## src/rtl/preemph_sweep_if.sv

```systemverilog
// Control/status bundle between the pre-emphasis sweep sequencer and its host.
// The master side drives sweep requests, configuration and checker pulses.
// The slave side (the sequencer) returns taps, status and sweep results.
interface preemph_sweep_if #(
  parameter int TAP_W   = 3,
  parameter int DWELL_W = 16,
  parameter int ERR_W   = 16
);
  logic               start;
  logic               abort;
  logic [TAP_W-1:0]   tap_min;
  logic [TAP_W-1:0]   tap_max;
  logic [DWELL_W-1:0] dwell;
  logic               err_in;
  logic [TAP_W-1:0]   taps;
  logic               lfsr_rst;
  logic               busy;
  logic               done;
  logic               cfg_err;
  logic [TAP_W-1:0]   best_tap;
  logic [ERR_W-1:0]   best_err;

  modport master (
    output start, abort, tap_min, tap_max, dwell, err_in,
    input  taps, lfsr_rst, busy, done, cfg_err, best_tap, best_err
  );

  modport slave (
    input  start, abort, tap_min, tap_max, dwell, err_in,
    output taps, lfsr_rst, busy, done, cfg_err, best_tap, best_err
  );
endinterface

```

## src/rtl/preemph_sweep_ctrl.sv

```systemverilog
// Pre-emphasis taps sweep sequencer.
// For each setting in [tap_min, tap_max]: pulse lfsr_rst, wait SETTLE cycles,
// count checker errors for max(dwell,1) cycles, then keep the setting if it is
// strictly better than the best so far. At the end the best setting is applied.
// Every output comes straight from a flop; the 1-bit status flops are loaded
// from the next state so that they line up with the state they describe.
module preemph_sweep_ctrl #(
  parameter int TAP_W   = 3,
  parameter int DWELL_W = 16,
  parameter int ERR_W   = 16,
  parameter int SETTLE  = 8
) (
  input  logic           clk,
  input  logic           reset,
  preemph_sweep_if.slave sw
);

  // Settle counter holds SETTLE-1 down to 0.
  localparam int SET_W = (SETTLE > 1) ? $clog2(SETTLE) : 1;

  typedef enum logic [2:0] {
    ST_IDLE,
    ST_LOAD,
    ST_SETTLE,
    ST_MEASURE,
    ST_COMPARE,
    ST_DONE
  } state_t;

  state_t             state_q,      state_d;
  logic [TAP_W-1:0]   tap_max_q,    tap_max_d;
  logic [DWELL_W-1:0] meas_len_q,   meas_len_d;   // max(dwell,1)-1
  logic [SET_W-1:0]   settle_cnt_q, settle_cnt_d;
  logic [DWELL_W-1:0] meas_cnt_q,   meas_cnt_d;
  logic [ERR_W-1:0]   err_cnt_q,    err_cnt_d;
  logic [TAP_W-1:0]   taps_q,       taps_d;
  logic [TAP_W-1:0]   best_tap_q,   best_tap_d;
  logic [ERR_W-1:0]   best_err_q,   best_err_d;
  logic               lfsr_rst_q,   lfsr_rst_d;
  logic               busy_q,       busy_d;
  logic               done_q,       done_d;
  logic               cfg_err_q,    cfg_err_d;

  // Next-state and datapath updates; everything holds unless a state acts on it.
  always_comb begin
    state_d      = state_q;
    tap_max_d    = tap_max_q;
    meas_len_d   = meas_len_q;
    settle_cnt_d = settle_cnt_q;
    meas_cnt_d   = meas_cnt_q;
    err_cnt_d    = err_cnt_q;
    taps_d       = taps_q;
    best_tap_d   = best_tap_q;
    best_err_d   = best_err_q;
    cfg_err_d    = 1'b0;

    if (sw.abort && (state_q != ST_IDLE)) begin
      // Abandon the sweep; taps and best_* keep their partial values.
      state_d = ST_IDLE;
    end else begin
      case (state_q)
        ST_IDLE: begin
          // abort in the same cycle suppresses both a sweep and cfg_err
          if (sw.start && !sw.abort) begin
            if (sw.tap_min <= sw.tap_max) begin
              tap_max_d  = sw.tap_max;
              meas_len_d = (sw.dwell == '0) ? '0 : sw.dwell - DWELL_W'(1);
              taps_d     = sw.tap_min;
              best_tap_d = sw.tap_min;
              best_err_d = '1;
              state_d    = ST_LOAD;
            end else begin
              cfg_err_d = 1'b1;
            end
          end
        end

        ST_LOAD: begin
          err_cnt_d    = '0;
          settle_cnt_d = SET_W'(SETTLE - 1);
          state_d      = ST_SETTLE;
        end

        ST_SETTLE: begin
          // err_in is deliberately not looked at while the link settles
          if (settle_cnt_q == '0) begin
            meas_cnt_d = meas_len_q;
            state_d    = ST_MEASURE;
          end else begin
            settle_cnt_d = settle_cnt_q - SET_W'(1);
          end
        end

        ST_MEASURE: begin
          if (sw.err_in && (err_cnt_q != '1)) begin
            err_cnt_d = err_cnt_q + ERR_W'(1);
          end
          if (meas_cnt_q == '0) begin
            state_d = ST_COMPARE;
          end else begin
            meas_cnt_d = meas_cnt_q - DWELL_W'(1);
          end
        end

        ST_COMPARE: begin
          // strict compare: on a tie the earlier (lower) setting is kept
          if (err_cnt_q < best_err_q) begin
            best_err_d = err_cnt_q;
            best_tap_d = taps_q;
          end
          // stopping at tap_max means taps never wraps past its top value
          if (taps_q == tap_max_q) begin
            state_d = ST_DONE;
          end else begin
            taps_d  = taps_q + TAP_W'(1);
            state_d = ST_LOAD;
          end
        end

        ST_DONE: begin
          taps_d  = best_tap_q;
          state_d = ST_IDLE;
        end

        default: begin
          state_d = ST_IDLE;
        end
      endcase
    end

    // Status flags are registered copies of the state being entered.
    busy_d     = (state_d != ST_IDLE);
    lfsr_rst_d = (state_d == ST_LOAD);
    done_d     = (state_d == ST_DONE);
  end

  // State and datapath registers with synchronous reset.
  always_ff @(posedge clk) begin
    if (reset) begin
      state_q      <= ST_IDLE;
      tap_max_q    <= '0;
      meas_len_q   <= '0;
      settle_cnt_q <= '0;
      meas_cnt_q   <= '0;
      err_cnt_q    <= '0;
      taps_q       <= '0;
      best_tap_q   <= '0;
      best_err_q   <= '1;
      lfsr_rst_q   <= 1'b0;
      busy_q       <= 1'b0;
      done_q       <= 1'b0;
      cfg_err_q    <= 1'b0;
    end else begin
      state_q      <= state_d;
      tap_max_q    <= tap_max_d;
      meas_len_q   <= meas_len_d;
      settle_cnt_q <= settle_cnt_d;
      meas_cnt_q   <= meas_cnt_d;
      err_cnt_q    <= err_cnt_d;
      taps_q       <= taps_d;
      best_tap_q   <= best_tap_d;
      best_err_q   <= best_err_d;
      lfsr_rst_q   <= lfsr_rst_d;
      busy_q       <= busy_d;
      done_q       <= done_d;
      cfg_err_q    <= cfg_err_d;
    end
  end

  assign sw.taps     = taps_q;
  assign sw.lfsr_rst = lfsr_rst_q;
  assign sw.busy     = busy_q;
  assign sw.done     = done_q;
  assign sw.cfg_err  = cfg_err_q;
  assign sw.best_tap = best_tap_q;
  assign sw.best_err = best_err_q;

endmodule

```

## src/flat_wrapper.sv

```systemverilog
// flat-port wrapper written by rule: the top's interface ports become plain ports
module preemph_sweep_ctrl_flat 
#(
  parameter int TAP_W   = 3,
  parameter int DWELL_W = 16,
  parameter int ERR_W   = 16,
  parameter int SETTLE  = 8
)
  (clk, reset, sw_start, sw_abort, sw_tap_min, sw_tap_max, sw_dwell, sw_err_in, sw_taps, sw_lfsr_rst, sw_busy, sw_done, sw_cfg_err, sw_best_tap, sw_best_err);
  preemph_sweep_if #(.TAP_W(TAP_W), .DWELL_W(DWELL_W), .ERR_W(ERR_W)) sw_i ();
  input  logic clk;
  input  logic reset;
  input wire logic [$bits(sw_i.start)-1:0] sw_start;
  input wire logic [$bits(sw_i.abort)-1:0] sw_abort;
  input wire logic [$bits(sw_i.tap_min)-1:0] sw_tap_min;
  input wire logic [$bits(sw_i.tap_max)-1:0] sw_tap_max;
  input wire logic [$bits(sw_i.dwell)-1:0] sw_dwell;
  input wire logic [$bits(sw_i.err_in)-1:0] sw_err_in;
  output wire logic [$bits(sw_i.taps)-1:0] sw_taps;
  output wire logic [$bits(sw_i.lfsr_rst)-1:0] sw_lfsr_rst;
  output wire logic [$bits(sw_i.busy)-1:0] sw_busy;
  output wire logic [$bits(sw_i.done)-1:0] sw_done;
  output wire logic [$bits(sw_i.cfg_err)-1:0] sw_cfg_err;
  output wire logic [$bits(sw_i.best_tap)-1:0] sw_best_tap;
  output wire logic [$bits(sw_i.best_err)-1:0] sw_best_err;
  assign sw_i.start = sw_start;
  assign sw_i.abort = sw_abort;
  assign sw_i.tap_min = sw_tap_min;
  assign sw_i.tap_max = sw_tap_max;
  assign sw_i.dwell = sw_dwell;
  assign sw_i.err_in = sw_err_in;
  assign sw_taps = sw_i.taps;
  assign sw_lfsr_rst = sw_i.lfsr_rst;
  assign sw_busy = sw_i.busy;
  assign sw_done = sw_i.done;
  assign sw_cfg_err = sw_i.cfg_err;
  assign sw_best_tap = sw_i.best_tap;
  assign sw_best_err = sw_i.best_err;
  preemph_sweep_ctrl #(.TAP_W(TAP_W), .DWELL_W(DWELL_W), .ERR_W(ERR_W), .SETTLE(SETTLE)) u_core (.clk(clk), .reset(reset), .sw(sw_i));
endmodule
```

## config.mk

```make
export PLATFORM = sky130hd
export DESIGN_NAME = preemph_sweep_ctrl_flat
export DESIGN_NICKNAME = d
export VERILOG_FILES = /design/src/rtl/preemph_sweep_if.sv /design/src/rtl/preemph_sweep_ctrl.sv /design/src/flat_wrapper.sv
export SDC_FILE = /design/constraint.sdc
export NUM_CORES = 1
export LEC_CHECK = 0
export CAP_MARGIN = 20
export CORE_MARGIN = 3
export CORE_UTILIZATION = 55
export CTS_CLUSTER_SIZE = 16
export DETAILED_ROUTE_END_ITERATION = 10
export GPL_ROUTABILITY_DRIVEN = 0
export PLACE_DENSITY = 0.75
export SLEW_MARGIN = 20
export SYNTH_ARGS = -nofsm -noshare
export SYNTH_HDL_FRONTEND = slang
export SYNTH_SLANG_ARGS = --single-unit
```

## constraint.sdc

```tcl
create_clock -name clk -period 4.8 [get_ports clk]
set_input_delay 0.96 -clock clk [delete_from_list [all_inputs] [get_ports clk]]
set_output_delay 0.96 -clock clk [all_outputs]
set_load 0.02 [all_outputs]
```

==> impl_metrics.ini <==
[synthesis]
synthCells = 551
synthArstFlopShare = 0
ys_warn_count = 0
synth_seq_cells = 83
yosysUniqueCellTypes = 54
synth_area_per_cell_um2 = 8.27
synth_edf_count = 0
synth_top_cell_area_share = 0.365
synth_fp_nets = 602
synth_area_mm2 = 0.00456
ys.flop_type = dfxtp_1
netlist_top_cells_area = dfxtp_1 36%, ha_1 6.6%, nor2_1 4.8%
seq_area_frac_synth = 0.365
synth_top_cell_by_area = dfxtp_1

[drt]
avgViaCountPerCell = 5.94
drtPass1Iterations = 5
routedWlPerCell_um = 15.5
antenna_left = 0
drt-total-wl_um = 10700
drc = 0
drt_iter0_drc = 300
dr_total_vias = 4131

[clock_network]
cts.sinks = 83
cts_buffer_depth = 2
cts_resized = 0
root_buffer = clkbuf_8
htree_levels = 3
cts_tree = yes
cts_post_setup_buffers_inserted = 0
cts-buffers-inserted = 9
ctsHoldBuffers = 0
insertion_delay_ps = 340
clk_pin_slew_ps = 70

[finish]
nets = 639
final_area_mm2 = 0.00529
drive_gt1_frac = 0.0641
fin_cells = 695
antenna_cells = 0
syn_to_final_growth_pct = 16.1

[run]
maxCapViolCount = 0

[global_routing]
grt_pass1_wl_um = 18100
grt_pass1_vias = 3844
grt_overflow = 0
antenna_found_initial = 0
grt.total_usage = 0.227
grt_max_degree = 49

[hold_path]
hold_class = register to register
min_from = u_core.meas_len_q[3]$_SDFFE_PP0P_

[critical_path]
max_stage_delay_ps = 610
reg2reg_slack_ps = 1660
end_kind = register
crit_slowest_cell = and3_1
startpoint = sw_tap_max[1]
reg2reg_from = u_core.err_cnt_q[6]$_SDFFE_PP0P_
crit_chain = clkdlybuf4s50_1 -> inv_1 -> ha_1 -> nor2b_1 -> o21ai_0 -> a32o_1 -> and3_1 -> o21ai_0 -> a21oi_1
cpMostUsedCell = o21ai_0
critPathKind = input port to register
cp.arrival_ps = 3590
crit_path_max_fanout = 14
required_ps = 5060
critPathLaunchType = input port

[sta]
hold_viol_final = 0
post-route-period-util = 0.694
fmax_mhz = 300
setup_viol = 0
rsz0062_at_grt = false
fin_skew_ps = 13.5
final.min_clock_period_ps = 3330
setup_tns_ps = 0
tightest_slew_ps = 836
relSlewSlack = 0.441
final_max_slew_viol_count = 0
holdWs_ps = 473

[floorplanning]
initial_utilization = 0.578
core_mm2 = 0.00789
die_x_um = 97.0
num_rows = 32
die_h_um = 97.0
die_area_mm2 = 0.00941
ios = 53

[run_status]
status = completed

[power_and_ir_drop]
max-vdd-ir-drop_mv = 0.184
cellPowerDensity_mw_per_mm2 = 272
leakage_nw = 2.21

[place]
hpwl_um = 7610
dpl.cell_count = 679
io_buffers = 52
postPlaceCellArea_mm2 = 0.00509
logic make-up (layout without fill, tap and decap cells):
kind of cell	Yosys count	in the layout	share of synthesized area
xor+xnor	26	26	0.0500
mux	9	9	0.0198
fa+ha+maj	24	24	0.0659
flops	83	83	0.365
compound gates	143	143	0.221
buf+inv	58	100	0.0538
simple gates	208	208	0.225
worst max-delay path, delay by kind of cell:
| family | cells | cell delay [ps] |
|---|---|---|
| buf+inv | 2 | 510 |
| simple gates | 2 | 750 |
| compound gates | 4 | 1050 |
| fa+ha+maj | 1 | 330 |
final cells by class:
type / instances / area (um^2)
clock buffer: 11 / 141
clock inverter: 5 / 52.6
fill: 646 / 2600
inverter: 28 / 105
multi-input combinational: 410 / 2660
sequential: 83 / 1660
tap: 102 / 128
timing repair buffer: 56 / 546
flip-flops by register name, summed over array words and instances, names as in the netlist:
register and count:
u_core.sw.best_tap 3, u_core.settle_cnt_q 3, u_core.err_cnt_q 16, u_core.sw.done 1, u_core.sw.busy 1, u_core.tap_max_q 3
u_core.sw.lfsr_rst 1, u_core.state_q 3, u_core.meas_len_q 16, u_core.sw.taps 3, u_core.sw.best_err 16, u_core.sw.cfg_err 1
u_core.meas_cnt_q 16
routing by layer:
layer / share of wire / track usage
met5: 0 / 0
met2: 0.47 / 0.378
met1: 0.46 / 0.310
met3: 0.057 / 0.0310
met4: 0.012 / 0.0551
stage by stage:
step                 util  power, mW  worst slack (ps)
floorplan               -      0.877              1930
global placement    0.646      0.944              1250
detailed placement  0.646      0.950              1160
CTS                 0.671       1.45              1490
global route        0.671       1.49              1330
finish              0.671       1.44              1470
Yosys cell counts (8+ instances only):
cell type	count
a21oi_1	34
a22oi_1	18
clkbuf_1	22
dfxtp_1	83
ha_1	24
inv_1	28
mux2i_1	9
nand2_1	54
nand3_1	16
nand4_1	8
nor2_1	58
nor2b_1	8
nor3_1	14
o21ai_0	35
o32a_1	16
or3_1	11
xnor2_1	9
xor2_1	17
path summary, 6_finish.rpt:
| check | depth (start not counted) | endpoint |
|---|---|---|
| max reg2reg | 7 | u_core.sw.best_err[3]$_SDFFE_PP1P_ |
| max | 9 | u_core.meas_len_q[3]$_SDFFE_PP0P_ |
| min reg2reg | 2 | u_core.meas_len_q[3]$_SDFFE_PP0P_ |
| min | 2 | u_core.meas_len_q[3]$_SDFFE_PP0P_ |
cells in the final DEF (no fill, tap or decap), types with 6 or more instances in the layout:
cell type / Yosys / final
ha_1: 24 / 24
mux2i_1: 9 / 9
and3_1: 7 / 7
nor3_1: 14 / 14
a22oi_2: 6 / 6
xor2_1: 17 / 17
nand4_1: 8 / 8
a22oi_1: 18 / 18
clkbuf_8: 0 / 10
xnor2_1: 9 / 9
nor2b_1: 8 / 8
dfxtp_1: 83 / 83
nand2_1: 54 / 54
clkdlybuf4s50_1: 0 / 51
inv_1: 28 / 28
or3_1: 11 / 11
o21ai_0: 35 / 35
nor2_1: 58 / 58
o32a_1: 16 / 16
a21o_1: 6 / 6
a21oi_1: 34 / 34
nand3_1: 16 / 16
power breakdown:
group	internal (mW)	switching [mW]	leakage, nW	total [mW]
combinational	0.0880	0.116	1.44	0.204
sequential	0.709	0.0233	0.672	0.732
clock	0.253	0.248	0.0991	0.501
total	1.05	0.387	2.21	1.44
No activity file was read; power rests on OpenSTA's default activity.
